<file path="config.mk">
export PLATFORM = sky130hd
export DESIGN_NAME = dual_slope_counter_flat
export DESIGN_NICKNAME = d
export VERILOG_FILES = /design/src/rtl/dual_slope_pkg.sv /design/src/rtl/dual_slope_counter_if.sv /design/src/rtl/sat_counter.sv /design/src/rtl/dual_slope_counter.sv /design/src/flat_wrapper.sv
export SDC_FILE = /design/constraint.sdc
export NUM_CORES = 1
export LEC_CHECK = 0
export ABC_AREA = 1
export ABC_CLOCK_PERIOD_IN_PS = 3300
export CAP_MARGIN = 20
export CORE_MARGIN = 2
export CORE_UTILIZATION = 34
export DETAILED_ROUTE_END_ITERATION = 8
export GPL_TIMING_DRIVEN = 0
export PLACE_DENSITY = 0.52
export SLEW_MARGIN = 15
export SYNTH_ARGS = -nofsm -noshare
export SYNTH_HDL_FRONTEND = slang
export SYNTH_SLANG_ARGS = --single-unit
</file>
<file path="constraint.sdc">
create_clock -name clk -period 3.3 [get_ports clk]
set_input_delay 0.33 -clock clk [delete_from_list [all_inputs] [get_ports clk]]
set_output_delay 0.33 -clock clk [all_outputs]
set_load 0.01 [all_outputs]
</file>
<file path="src/rtl/dual_slope_pkg.sv">
// Shared types and defaults for the dual-slope ADC slice.
// Holds FSM state enum and default WIDTH/N_INT constants.
package dual_slope_pkg;

  localparam int WIDTH_DEF = 12;
  localparam int N_INT_DEF = 1000;

  typedef enum logic [1:0] {
    ST_IDLE,
    ST_INT,
    ST_DEINT,
    ST_DONE
  } state_e;

endpackage

</file>
<file path="src/rtl/dual_slope_counter_if.sv">
// Sequencer <-> counter bundle for the dual-slope ADC.
// master = sequencer side, slave = counter/result datapath.
interface dual_slope_counter_if
  import dual_slope_pkg::*;
#(
  parameter int WIDTH = WIDTH_DEF
);

  logic             clear;
  logic             enable_counting;
  logic             load;
  logic             finished_counting;
  logic [WIDTH-1:0] result;
  logic             result_valid;
  logic             overflow;
  logic             seq_error;

  modport master (
    output clear,
    output enable_counting,
    output load,
    input  finished_counting,
    input  result,
    input  result_valid,
    input  overflow,
    input  seq_error
  );

  modport slave (
    input  clear,
    input  enable_counting,
    input  load,
    output finished_counting,
    output result,
    output result_valid,
    output overflow,
    output seq_error
  );

endinterface

</file>
<file path="src/rtl/sat_counter.sv">
// WIDTH-bit counter: sync clear, enable, saturation, sticky sat.
// Ports: clk, rst_n, clr, inc -> count, sat.
module sat_counter #(
  parameter int WIDTH = 8
) (
  input  logic             clk,
  input  logic             rst_n,
  input  logic             clr,
  input  logic             inc,
  output logic [WIDTH-1:0] count,
  output logic             sat
);

  localparam logic [WIDTH-1:0] MAX = '1;

  always_ff @(posedge clk or negedge rst_n) begin
    if (!rst_n) begin
      count <= '0;
      sat   <= 1'b0;
    end else if (clr) begin
      count <= '0;
      sat   <= 1'b0;
    end else if (inc) begin
      // Increment past MAX is swallowed and flagged.
      if (count == MAX) sat <= 1'b1;
      else count <= count + 1'b1;
    end
  end

endmodule

</file>
<file path="src/rtl/dual_slope_counter.sv">
// Dual-slope ADC counter: integrate, de-integrate, latch result.
// Ports: clk, rst_n, bus (slave: clear/enable/load in, status out).
module dual_slope_counter
  import dual_slope_pkg::*;
#(
  parameter int WIDTH = WIDTH_DEF,
  parameter int N_INT = N_INT_DEF
) (
  input  logic                 clk,
  input  logic                 rst_n,
  dual_slope_counter_if.slave  bus
);

  localparam logic [WIDTH-1:0] TERM = WIDTH'(N_INT - 1);

  state_e           state_q;
  state_e           state_d;
  logic [WIDTH-1:0] count;
  logic             sat;
  logic             cnt_clr;
  logic             cnt_inc;
  logic             term_hit;
  logic             accept_load;
  logic             bad_load;

  logic             fin_q;
  logic [WIDTH-1:0] result_q;
  logic             valid_q;
  logic             ovf_q;
  logic             err_q;

  sat_counter #(
    .WIDTH(WIDTH)
  ) u_cnt (
    .clk  (clk),
    .rst_n(rst_n),
    .clr  (cnt_clr),
    .inc  (cnt_inc),
    .count(count),
    .sat  (sat)
  );

  always_ff @(posedge clk or negedge rst_n) begin
    if (!rst_n) state_q <= ST_IDLE;
    else        state_q <= state_d;
  end

  always_comb begin
    state_d     = state_q;
    cnt_clr     = bus.clear;
    cnt_inc     = 1'b0;
    term_hit    = 1'b0;
    accept_load = 1'b0;
    bad_load    = 1'b0;
    if (bus.clear) begin
      state_d = ST_IDLE;
    end else begin
      unique case (state_q)
        ST_IDLE: begin
          bad_load = bus.load;
          if (bus.enable_counting) begin
            cnt_inc = 1'b1;
            state_d = ST_INT;
          end
        end
        ST_INT: begin
          bad_load = bus.load;
          if (bus.enable_counting) begin
            // Terminal edge reuses the counter for de-integrate.
            if (count == TERM) begin
              term_hit = 1'b1;
              cnt_clr  = 1'b1;
              state_d  = ST_DEINT;
            end else begin
              cnt_inc = 1'b1;
            end
          end
        end
        ST_DEINT: begin
          if (bus.load) begin
            accept_load = 1'b1;
            state_d     = ST_DONE;
          end else begin
            cnt_inc = bus.enable_counting;
          end
        end
        ST_DONE: ;
        default: state_d = ST_IDLE;
      endcase
    end
  end

  always_ff @(posedge clk or negedge rst_n) begin
    if (!rst_n) begin
      fin_q    <= 1'b0;
      result_q <= '0;
      valid_q  <= 1'b0;
      ovf_q    <= 1'b0;
      err_q    <= 1'b0;
    end else begin
      valid_q <= accept_load;
      if (accept_load) begin
        result_q <= count;
        ovf_q    <= sat;
      end
      if (bus.clear) begin
        fin_q <= 1'b0;
        err_q <= 1'b0;
      end else begin
        if (term_hit) fin_q <= 1'b1;
        if (bad_load) err_q <= 1'b1;
      end
    end
  end

  assign bus.finished_counting = fin_q;
  assign bus.result            = result_q;
  assign bus.result_valid      = valid_q;
  assign bus.overflow          = ovf_q;
  assign bus.seq_error         = err_q;

endmodule

</file>
<file path="src/flat_wrapper.sv">
// flat-port wrapper written by rule: the top's interface ports become plain ports
module dual_slope_counter_flat import dual_slope_pkg::*;
#(
  parameter int WIDTH = WIDTH_DEF,
  parameter int N_INT = N_INT_DEF
)
  (clk, rst_n, bus_clear, bus_enable_counting, bus_load, bus_finished_counting, bus_result, bus_result_valid, bus_overflow, bus_seq_error);
  dual_slope_counter_if #(.WIDTH(WIDTH)) bus_i ();
  input  logic clk;
  input  logic rst_n;
  input wire logic [$bits(bus_i.clear)-1:0] bus_clear;
  input wire logic [$bits(bus_i.enable_counting)-1:0] bus_enable_counting;
  input wire logic [$bits(bus_i.load)-1:0] bus_load;
  output wire logic [$bits(bus_i.finished_counting)-1:0] bus_finished_counting;
  output wire logic [$bits(bus_i.result)-1:0] bus_result;
  output wire logic [$bits(bus_i.result_valid)-1:0] bus_result_valid;
  output wire logic [$bits(bus_i.overflow)-1:0] bus_overflow;
  output wire logic [$bits(bus_i.seq_error)-1:0] bus_seq_error;
  assign bus_i.clear = bus_clear;
  assign bus_i.enable_counting = bus_enable_counting;
  assign bus_i.load = bus_load;
  assign bus_finished_counting = bus_i.finished_counting;
  assign bus_result = bus_i.result;
  assign bus_result_valid = bus_i.result_valid;
  assign bus_overflow = bus_i.overflow;
  assign bus_seq_error = bus_i.seq_error;
  dual_slope_counter #(.WIDTH(WIDTH), .N_INT(N_INT)) u_core (.clk(clk), .rst_n(rst_n), .bus(bus_i));
endmodule
</file>
== Word level (Yosys, flattened, before mapping) ==
Cells that the tools add are included.
Cells by class
  add/sub/neg operators: 1
  eq/ne operators: 9
  muxes and demuxes: 32
  reductions and logical operators: 10
Operator list (count)
  $mux 12: 3
  $mux 1: 22
  $add 12x1->12 const B: 1
  $eq 12x10->1 const B: 1
  $eq 12x12->1 const B: 1
  $mux 2: 5
  $ne 3x3->1 const B: 3
  $reduce_bool 2->1: 4
  $pmux 2 s3: 1
  $reduce_and 5->1: 1
  $reduce_and 2->1: 2
  $reduce_bool 4->1: 1
  $ne 3x2->1 const B: 1
  $pmux 1 s3: 1
  $eq 2x1->1 const B: 1
  $eq 2x2->1 const B: 1
  $logic_not 2->1: 1
  $ne 2x1->1 const B: 1
  $reduce_or 2->1: 1
Storage, ports and cells
  register bits after elaboration: 31
  output and inout bits: 16
  word-level logic and storage cells: 60

== Logic depth before layout (Yosys ltp) ==
Gate-level depths: netlist of the first run.
  word-level depth: 7
  mapped depth: 10
  gate-level depth less buffers: 10

== Hierarchy ==
Synthesis of the first run repeated with hierarchy kept, for this count alone.
Second synthesis, totals
  cell total of the unflattened synthesis: 226
  area, all modules: 1714.1 µm²
By module, submodules not included
  dual_slope_counter: instances 1, cells an instance 105, area an instance 859.6 µm², seq. area each 450.4 µm²
  sat_counter: instances 1, cells an instance 121, area an instance 854.6 µm², seq. area each 325.3 µm²

== Worst setup path before layout of the first run ==
No wires, ideal clock.
  path kind: register to register
  start point: register u_core.state_q[0]
  end point: register u_core.result_q[0] (netlist: u_core.bus.result[0])
  arrival: 1348 ps
  data required time: 3169 ps
  path slack: 1821 ps
  cell stages (with the launch flop): 9
  path buffers: 1
  period minus slack after synthesis: 1479 ps
  cells stage by stage: dfrtp_1 inv_1 ha_1 inv_2 nor3_2 inv_1 clkbuf_1 nand2_1 o21ai_0
On the way
  word-level cells in the longest chain between the ends: 3
Ends and longest elaborated chain
  start, declared: line dual_slope_counter.sv:16  | state_e state_q;
  start signal, assigned: line dual_slope_counter.sv:45  | else state_q <= state_d;
  $eq 2x2->1: line dual_slope_counter.sv:58  | unique case (state_q)
  $mux 1: line dual_slope_counter.sv:58
  $mux 1: line dual_slope_counter.sv:55  | if (bus.clear) begin
  named net u_core.accept_load: line dual_slope_counter.sv:23  | logic accept_load;
  end signal, assigned: line dual_slope_counter.sv:103  | result_q <= count;
  end, declared: line dual_slope_counter.sv:27  | logic [WIDTH-1:0] result_q;
The timed path passes the listed nets, and every way through them passes these cells.
A chain may end at the register's enable or synchronous reset.

== Worst setup path after layout of the first run ==
  start point: register u_core.state_q[0]
  end point: register u_core.result_q[6] (netlist: u_core.bus.result[6])
Same word-level chain as after synthesis.

==> results of run 1 <==
sequential cells by signal, summed over array words and instances, names as in the netlist:
name,count
u_core.bus.finished_counting,1
u_core.u_cnt.count,12
u_core.state_q,2
u_core.bus.overflow,1
u_core.bus.result,12
u_core.bus.result_valid,1
u_core.u_cnt.sat,1
u_core.bus.seq_error,1
per-layer routing:
| layer | part of all wire (%) | global-route usage [%] | up-vias |
|---|---|---|---|
| met4 | 2.1 | 6.06 | 0 |
| li1 | - | - | 732 |
| met3 | 4.5 | 4.66 | 6 |
| met2 | 44 | 21.9 | 24 |
| met5 | 0 | 0 | - |
| met1 | 50 | 19.5 | 596 |
critical path: cells and delay by family (launching register included):
kind / cells / cell delay (ps)
compound gates: 1 / 70
simple gates: 2 / 450
buf+inv: 4 / 560
fa+ha+maj: 1 / 200
flops: 1 / 400
per-stage QoR:
stage	utilization [%]	hold WS, ps	worst slack, ps	cell area, µm²
floorplan	-	34.4	1820	1660
global placement	41.1	455	1220	1940
detailed placement	41.0	426	1270	1940
finish	42.9	85.2	1480	2030
CTS	42.9	115	1420	2030
global route	42.9	151	1240	2030
final cells by class:
type,count,area share (%)
flip-flops and latches,31,38.3
multi-input cells,153,37.2
repair buffers,20,9.64
inverters,25,4.63
well taps,67,4.14
clock buffers,6,4.08
plain buffers,6,1.79
clock inverters,1,0.247
worst min path at each step:
stage,start,to,cells past startpoint
final,rst_n,u_core.bus.result[1]$_DFFE_PN0P_,1
after global routing,rst_n,u_core.u_cnt.sat$_DFFE_PN0P_,1
after CTS,rst_n,u_core.u_cnt.count[11]$_DFFE_PN0P_,1
after detailed placement,rst_n,u_core.bus.result[1]$_DFFE_PN0P_,1
after global placement,u_core.bus.result[7]$_DFFE_PN0P_,u_core.bus.result[7]$_DFFE_PN0P_,2
after floorplan,rst_n,u_core.bus.finished_counting$_DFFE_PN0P_,0
report_power, final:
group	internal, W	switching (W)	total (W)
clock	0.000163	0.000134	0.000297
combinational	0.000211	0.000240	0.000451
sequential	0.000462	0.0000554	0.000518
cell usage in the layout (no fill, tap or decap):
master and n:
nand2_2 5, nor3b_1 3, nand3_4 1, xor2_1 2, nor3_1 5, nand2_1 64, nor2_1 22, ha_1 5
inv_1 22, nand3_1 17, clkinv_2 1, clkdlybuf4s50_1 19, a21oi_1 6, buf_2 3, dfrtp_1 31, nand3b_1 1
nand4_1 3, o21ai_0 13, buf_6 1, nor2_2 2, o21ai_1 1, inv_2 3, clkbuf_1 2, nand3_2 2
nor3_2 1, buf_4 1, clkbuf_8 6
kinds of logic (layout without fill, tap and decap cells):
| group | Yosys count | in the layout | share of synthesized area (%) |
|---|---|---|---|
| simple gates | 126 | 126 | 34.5 |
| flops | 31 | 31 | 46.8 |
| buf+inv | 31 | 58 | 7.84 |
| compound gates | 20 | 20 | 6.03 |
| fa+ha+maj | 5 | 5 | 3.77 |
| xor+xnor | 2 | 2 | 1.06 |
==> results.md, run 1 <==
- Status: finished clean
- Number of synthesized flops with an enable pin: 0
- Post-CTS Hold Buffers: 0
- Critical path, cell by cell: inv_1, ha_1, inv_2, nor3_2, inv_1, clkbuf_1, nand2_1, o21ai_0
- Via density: approximately 4.4
- Asr flop ratio synth: between 90% and 100%
- Mean post-synth cell area: between 7 and 8 µm²
- Max Clk Rate: approximately 0.55 GHz
- Max-Cap Viols: 0
- Crit share post-route: 55.3%
- Initial antenna violation count: 0
- Max Fanout on Critical Path: 10
- Final setup vio count: 0
- IO Pins: 21
- Routability cong.: between 0.7 and 0.8
- Setup CP Type: flop to flop
- RSZ-0062 raised after global routing: false
- Die Y: roughly 74 µm
- Syn nets: 225
- Sequential area share after synthesis: between 40% and 50%
- DRT Wirelength: 3430 µm
- Share of layout cells above drive strength 1: ~11%
- Site row count: 25
- Worst path slowest cell: dfrtp_1
- Placed cell count: 302
- Multi-input gate area: roughly 750 µm²
- Grt ovf: 0
- Synth warnings: 0
- Leak: 0.942 nW
- Largest cells by area after synthesis: dfrtp_1 47%, nand2_1 14%, nand3_1 5.1%
- CP max stage delay: 400 ps
- PostCTS Resize Cnt: 0
- Port bufs: 20
- Min-Delay Path Class: primary input to asynchronous set/reset pin
- FF-to-FF Start: u_core.state_q[0]$_DFFE_PN0P_
- Detail Placement HPWL: between 2000 and 3000 µm
- Vias in the first global route: about 1200
- Synthesis-to-layout area growth: 22.1%
- Via count: between 1000 and 1500
- Seq. cell area: between 700 and 800 µm²
- GRT Total Usage: around 15%
- Final hold violation count: 0
- Skew-Pair Late Insertion Delay: around 280 ps
- Worst setup path endpoint: u_core.bus.result[6]$_DFFE_PN0P_
- Post-synth top area share: 46.8%
- Routed length per placed instance: 11.1 µm
- Diodes inserted: 0
- Top cells by count, synth: 64 x nand2_1, 31 x dfrtp_1, 22 x inv_1, 22 x nor2_1, 17 x nand3_1
- Most frequent CP cell: inv_1
- Worst-Margin Slew: ~690 ps
- Setup TNS: 0 ps
- PD cells: between 600 and 700 mW/mm²
- Die ar.: between 0.005 and 0.006 mm²
- Pwr Total: 0.00127 W
- H-tree Lvls: 2
- Most used DFF post-synth: dfrtp_1
- Synth Instances: 215
- Clock transition at path regs: 60 ps
- Slew margin rel.: between 50% and 60%
- Core area: 0.00472 mm²
- First-pass GRT wire length: between 5000 and 6000 µm
- Cell variety after synth: 24
- Num CTS Buffers: 5
- Crit. End Element: flop
- Die X: 73.9 µm
- Data arrival, critical path: ~2000 ps
- Clk Tree Root Cell: clkbuf_8
- Most frequent cell after synthesis: nand2_1
- Starting Density: about a third
- R2R setup slack: approximately 1500 ps
- Register bit total from synthesis: 31
- ANT nets after route: 0
- Min Tclk post-route: 1820 ps
- Pin count of the biggest net entering global routing: 32
- Drt drc: 0
- Clk sinks: 31
- Initial DRT Pass Iterations: 4
- DRT iter0 DRCs: 60
- Syn Std Cell Area: 0.00166 mm²
- CTS max path bufs: 2
- Post-CTS setup buffer count: 0
- Worst setup SP type: flop
- Reg2reg path depth: 8
- Max rail drop VDD: about 0.00023 V
- Crit path launch: u_core.state_q[0]$_DFFE_PN0P_
- # fillers: between 400 and 500
- Max Slew Vio Count: 0
- Required time worst endpoint: between 3000 and 4000 ps
- Net count, final: between 200 and 300
- FF-to-FF End: u_core.bus.result[6]$_DFFE_PN0P_
- CTS tree: done
- Final std cells w/o fill: about 310
- Yosys top cell by area: dfrtp_1
- Fin Clk Skew: approximately 3.8 ps
Note: power is estimated with default switching activity, not from simulation.
==> inputs of run 2 (changes only) <==
Settings changed: ABC_CLOCK_PERIOD_IN_PS 3300 to 1500, PLACE_DENSITY 0.52 to 0.54.
Clock period 3.3 ns to 1.5 ns, I/O delays scaled along.
==> run 2 against run 1 <==
- hold slack improved by 370 ps
- core utilization increased by 12 points
- via count up 13%
- register-to-register slack worse by 1600 ps
- cell count increased by 6.8%
- sequential cell count unchanged
- combinational power rose to 3.7 times the previous value
- die area unchanged
- the run now ends with negative setup slack left
- global-route usage up 1.9 points
- sequential power is 130% higher
- critical endpoint is now u_core.u_cnt.count[7]$_DFFE_PN0P_
- power grew to 2.8 times the previous value
- count of clock-buffer cells in the layout did not move
- largest power group is now combinational cells
==> results.md, run 2 (same netlist as run 1, synthesis figures left out) <==
- Worst setup SP type: flop
- RSZ-0062 raised after global routing: true
- R2R setup slack: -100 ps
- Violations in the final reports: negative setup slack
- CTS max path bufs: 2
- Via density: 4.65
- Final std cells w/o fill: 330
- Starting Density: between 30% and 40%
- Sw Share: approximately 36%
- Data arrival, critical path: around 1800 ps
- Die Y: 73.9 µm
- Required time worst endpoint: 1670 ps
- IO Pins: 21
- Max Clk Rate: between 0.6 and 0.7 GHz
- Cell area after layout: 0.00257 mm²
- DRT Wirelength: around 4300 µm
- Synthesis-to-layout area growth: 55.1%
- Share of layout cells above drive strength 1: 38.0%
- Slew margin rel.: 53.6%
- Leak: 1.13 nW
- Clock transition at path regs: about 60 ps
- Setup WS pre-CTS: -303 ps
- Setup TNS: -1000 ps
- Clk Tree Root Cell: clkbuf_8
- Final hold violation count: 0
- Worst-Margin Slew: roughly 700 ps
- Via count: 1533
- PD cells: around 1400 mW/mm²
- Crit share post-route: 107%
- Post-layout util: ~54%
- Min Tclk post-route: ~1600 ps
- Port bufs: 20
- Net count, final: 273
- Reg2reg path depth: 11
- Clk sinks: 31
- Diodes inserted: 0
- Vias in the first global route: around 1500
- Pin count of the biggest net entering global routing: 32
- Grt ovf: 0
- Final setup margin: -99.9 ps
- Most common cell after layout, fill and taps aside: nand2_1
- Final setup vio count: 15
- Max rail drop VDD: between 0.0006 and 0.0007 V
- Status: complete, but fails checks
- Site row count: 25
- Max Fanout on Critical Path: 5
- Min-Delay Path Class: primary input to asynchronous set/reset pin
- Die X: 73.9 µm
- Num CTS Buffers: 5
- FF-to-FF Start: u_core.u_cnt.count[1]$_DFFE_PN0P_
- Skew-Pair Late Insertion Delay: between 200 and 300 ps
- Setup CP Type: flop to flop
- FF-to-FF End: u_core.u_cnt.count[7]$_DFFE_PN0P_
- Drt drc: 0
- Placed cell count: approximately 300
- CTS tree: done
- Routability cong.: a little under 0.8
- ANT nets after route: 0
- GRT Total Usage: ~17%
- Crit. End Element: flop
- Initial DRT Pass Iterations: 4
- Core area: 0.00472 mm²
- Routed length per placed instance: 12.9 µm
- Clk pwr share: 18.9%
- Dpl cell area: between 0.0015 and 0.002 mm²
- Die ar.: around 0.0055 mm²
- DRT iter0 DRCs: between 100 and 150
- First-pass GRT wire length: 6890 µm
- H-tree Lvls: 2
- Initial antenna violation count: 0
- Share of power burned in registers: about a third
- Gate power share: 47.3%
- Fin Clk Skew: between 3 and 4 ps
- Commonest non-fill, non-tap cells in the layout: 41 x nand2_1, 28 x dfrtp_1, 25 x nand2_2
- Switching power: roughly 0.0012 W
- Max-Cap Viols: 0
- Cell Int Power: 0.00224 W
- Detail Placement HPWL: about 2600 µm
- Max Slew Vio Count: 0
==> run 2: cell types whose count changed in the layout (fill, tap and decap cells not counted), sizes merged <==
cell and delta:
buf +19, dlygate4sd3 +1, nand2 +1
==> run 2: worst max-delay path, cell delays in order (launching register included) <==
cell	delay (ps)
dfrtp_1	400
ha_4	160
nand2_4	70
nor2_4	90
nand2_2	90
nor2_4	120
nand3_4	100
nand3_4	140
buf_12	140
nand2_8	60
nand2_2	60
nand2_1	40
==> run 2: what timing repair did <==
action	in CTS	in global routing
hold endpoints to repair	31	0
buffers inserted	14	2
resized for setup	44	58
pin swaps	8	8
endpoints found under the setup margin	29	29
hold buffers	1	0
cloned	2	3
==> run 2: power groups by stage <==
stage	sequential [W]	combinational [W]	clock, W
2_1_floorplan	0.00120	0.000537	0
3_3_place_gp	0.00115	0.000993	0
6_report	0.00118	0.00165	0.000661
3_5_place_dp	0.00116	0.00100	0
4_1_cts	0.00114	0.00148	0.000683
5_1_grt	0.00120	0.00181	0.000709
==> run 2: how the worst max path moves through the flow <==
stage                                              to  cells after the start                         startpoint  slack, ps
global route        u_core.u_cnt.count[2]$_DFFE_PN0P_                     11  u_core.u_cnt.count[0]$_DFFE_PN0P_       -180
CTS                 u_core.u_cnt.count[8]$_DFFE_PN0P_                     11  u_core.u_cnt.count[0]$_DFFE_PN0P_        -40
detailed placement   u_core.bus.result[6]$_DFFE_PN0P_                      6                          bus_clear       -300
finish              u_core.u_cnt.count[7]$_DFFE_PN0P_                     11  u_core.u_cnt.count[1]$_DFFE_PN0P_       -100
global placement    u_core.u_cnt.count[6]$_DFFE_PN0P_                      1                              rst_n       -350
floorplan            u_core.bus.result[0]$_DFFE_PN0P_                      8      u_core.state_q[0]$_DFFE_PN0P_         20
==> run 2: per-layer routing <==
layer | vias up | share of wire, % | wire [µm] | GRT usage [%]
met5 | - | 0 | 0 | 0
met3 | 8 | 4.0 | 171 | 3.84
li1 | 777 | - | - | -
met4 | 0 | 2.0 | 84 | 6.67
met2 | 42 | 51 | 2150 | 27.7
met1 | 706 | 43 | 1840 | 20.5
==> run 2: through the flow <==
step / power, W / hold slack, ps
6_report: 0.00349 / 456
5_1_grt: 0.00372 / 513
4_1_cts: 0.00330 / 473
3_5_place_dp: 0.00216 / 249
3_3_place_gp: 0.00215 / 455
2_1_floorplan: 0.00174 / -146
==> run 2: area by class of cell <==
type                    count  area, µm²
plain buffers               6       75.1
fillers                   434       2150
repair buffers             40        433
flip-flops and latches     31        779
clock inverters             1       5.00
multi-input cells         154       1010
inverters                  25        104
clock buffers               6       82.6
well taps                  67       83.8
==> inputs of run 3 (changes only) <==
==> constraint.sdc (replaced) <==
create_clock -name clk -period 1.5 [get_ports clk]
set_input_delay 0.15 -clock clk [delete_from_list [all_inputs] [get_ports clk]]
set_output_delay 0.15 -clock clk [all_outputs]
set_load 0.05 [all_outputs]
==> run 3 against run 2 <==
- the flow still finishes with violations (negative setup slack)
- clock power about the same
- setup slack worse by 7.0 ps
- non-clock buffer count up 1
- first-iteration DRC count down 4.8%
- largest cell class unchanged
- critical path type unchanged
- via count up 0.72%
- count of clock-buffer cells in the layout unchanged
- critical path depth unchanged
==> results.md, run 3 (same netlist as run 1, synthesis figures left out) <==
- Site row count: 25
- Max-Cap Viols: 0
- Initial DRT Pass Iterations: 4
- GRT Total Usage: 16.4%
- Crit. End Element: flop
- Final setup margin: -107 ps
- DRT Wirelength: between 4000 and 5000 µm
- Clock transition at path regs: about 60 ps
- Die ar.: about 0.0055 mm²
- Final setup vio count: 18
- Worst-Margin Slew: between 600 and 700 ps
- Post-layout util: around 56%
- Clk sinks: 31
- H-tree Lvls: 2
- Via density: approximately 4.7
- Required time worst endpoint: around 1700 ps
- Violations in the final reports: negative setup slack
- IO Pins: 21
- Crit path launch: u_core.u_cnt.count[1]$_DFFE_PN0P_
- Max Fanout on Critical Path: 5
- Min Tclk post-route: approximately 1600 ps
- Drt drc: 0
- Pwr Total: 0.00380 W
- Routed length per placed instance: between 10 and 15 µm
- Commonest non-fill, non-tap cells in the layout: 34 x nand2_1, 31 x nand2_2, 27 x dfrtp_1
- Status: complete, but fails checks
- Pin count of the biggest net entering global routing: 32
- Die X: ~74 µm
- Die Y: ~74 µm
- PD cells: 1450 mW/mm²
- Skew-Pair Late Insertion Delay: 280 ps
- Vias in the first global route: ~1500
- Setup TNS: -1070 ps
- Core area: around 0.0047 mm²
- CTS tree: done
- CTS max path bufs: 2
- Diodes inserted: 0
- Detail Placement HPWL: 2600 µm
- Net count, final: between 200 and 300
- Data arrival, critical path: 1780 ps
- Setup CP Type: flop to flop
- Min-Delay Path Class: primary input to asynchronous set/reset pin
- Leak: between 1 and 1.5 nW
- Via count: 1544
- Fin Clk Skew: 5.36 ps
- Dpl cell area: a little under 0.002 mm²
- Most common cell after layout, fill and taps aside: nand2_1
- FF-to-FF End: u_core.u_cnt.count[9]$_DFFE_PN0P_
- Grt ovf: 0
- Max rail drop VDD: 0.000760 V
- Max Slew Vio Count: 0
- RSZ-0062 raised after global routing: true
- ANT nets after route: 0
- Crit share post-route: 107%
- FF-to-FF Start: u_core.u_cnt.count[1]$_DFFE_PN0P_
- Max Clk Rate: a little over 0.6 GHz
- Final hold violation count: 0
- Reg2reg path depth: 11
- Routability cong.: 0.782
- Slew margin rel.: 53.4%
- Cell area after layout: roughly 0.0026 mm²
- Worst setup SP type: flop
- Initial antenna violation count: 0
- Num CTS Buffers: 5
- R2R setup slack: -110 ps
- Synthesis-to-layout area growth: 58.2%
- Starting Density: roughly a third
- Clk Tree Root Cell: clkbuf_8
- First-pass GRT wire length: about 6800 µm
- Port bufs: 20
- Share of layout cells above drive strength 1: around 44%
- DRT iter0 DRCs: 100
[run 3: worst max-delay path by stage]
stage,to,slack [ps],depth (start not counted)
finish,u_core.u_cnt.count[9]$_DFFE_PN0P_,-110,11
global placement,u_core.u_cnt.count[6]$_DFFE_PN0P_,-350,1
detailed placement,u_core.bus.result[6]$_DFFE_PN0P_,-300,6
CTS,u_core.u_cnt.count[7]$_DFFE_PN0P_,-50,11
floorplan,u_core.bus.result[0]$_DFFE_PN0P_,10,8
global route,u_core.u_cnt.count[2]$_DFFE_PN0P_,-170,11
[run 3: metrics by stage]
step / worst slack, ps / hold slack (ps) / cells
global route: -175 / 509 / 331
finish: -107 / 453 / 331
floorplan: 11.5 / -146 / 215
global placement: -351 / 455 / 302
detailed placement: -303 / 249 / 302
CTS: -49.6 / 468 / 328
[run 3: where the power goes]
part | internal (W) | total, W | leakage [nW] | switching [W]
logic | 0.000757 | 0.00196 | 0.754 | 0.00121
registers | 0.00102 | 0.00117 | 0.414 | 0.000151
clock network | 0.000359 | 0.000662 | 0.0470 | 0.000303
total | 0.00214 | 0.00380 | 1.21 | 0.00166
[run 3: cell type report]
| cell class | instances | area [µm²] |
|---|---|---|
| fill | 430 | 2100 |
| multi-input combinational | 154 | 1050 |
| sequential | 31 | 781 |
| timing repair buffer | 42 | 448 |
| inverter | 25 | 104 |
| tap | 67 | 83.8 |
| clock buffer | 6 | 82.6 |
| buffer | 5 | 68.8 |
| clock inverter | 1 | 5.00 |
[run 3: worst max-delay path, cell delays in order, from the launching register on]
cell and delay [ps]:
dfrtp_1 390, ha_4 170, nand2_4 70, nor2_4 90, nand2_2 100, nor2_4 120, nand3_4 90, nand3_4 140
buf_12 140, nand2_8 70, nand2_2 60, nand2_1 50
[run 3: routing by layer]
layer | up-vias | part of all wire, % | GRT usage (%)
met5 | - | 0 | 0
met4 | 0 | 2.8 | 5.25
met3 | 12 | 4.0 | 3.57
met2 | 39 | 50 | 27.7
met1 | 716 | 44 | 20.7
li1 | 777 | - | -
[run 3: timing repair]
item | CTS | global route
gates cloned | 2 | 3
hold buffers | 1 | 0
gates resized for setup | 68 | 67
setup endpoints to repair | 45 | 29
buffers inserted | 16 | 2
endpoints found under the hold margin | 31 | 0
pin swaps | 4 | 12
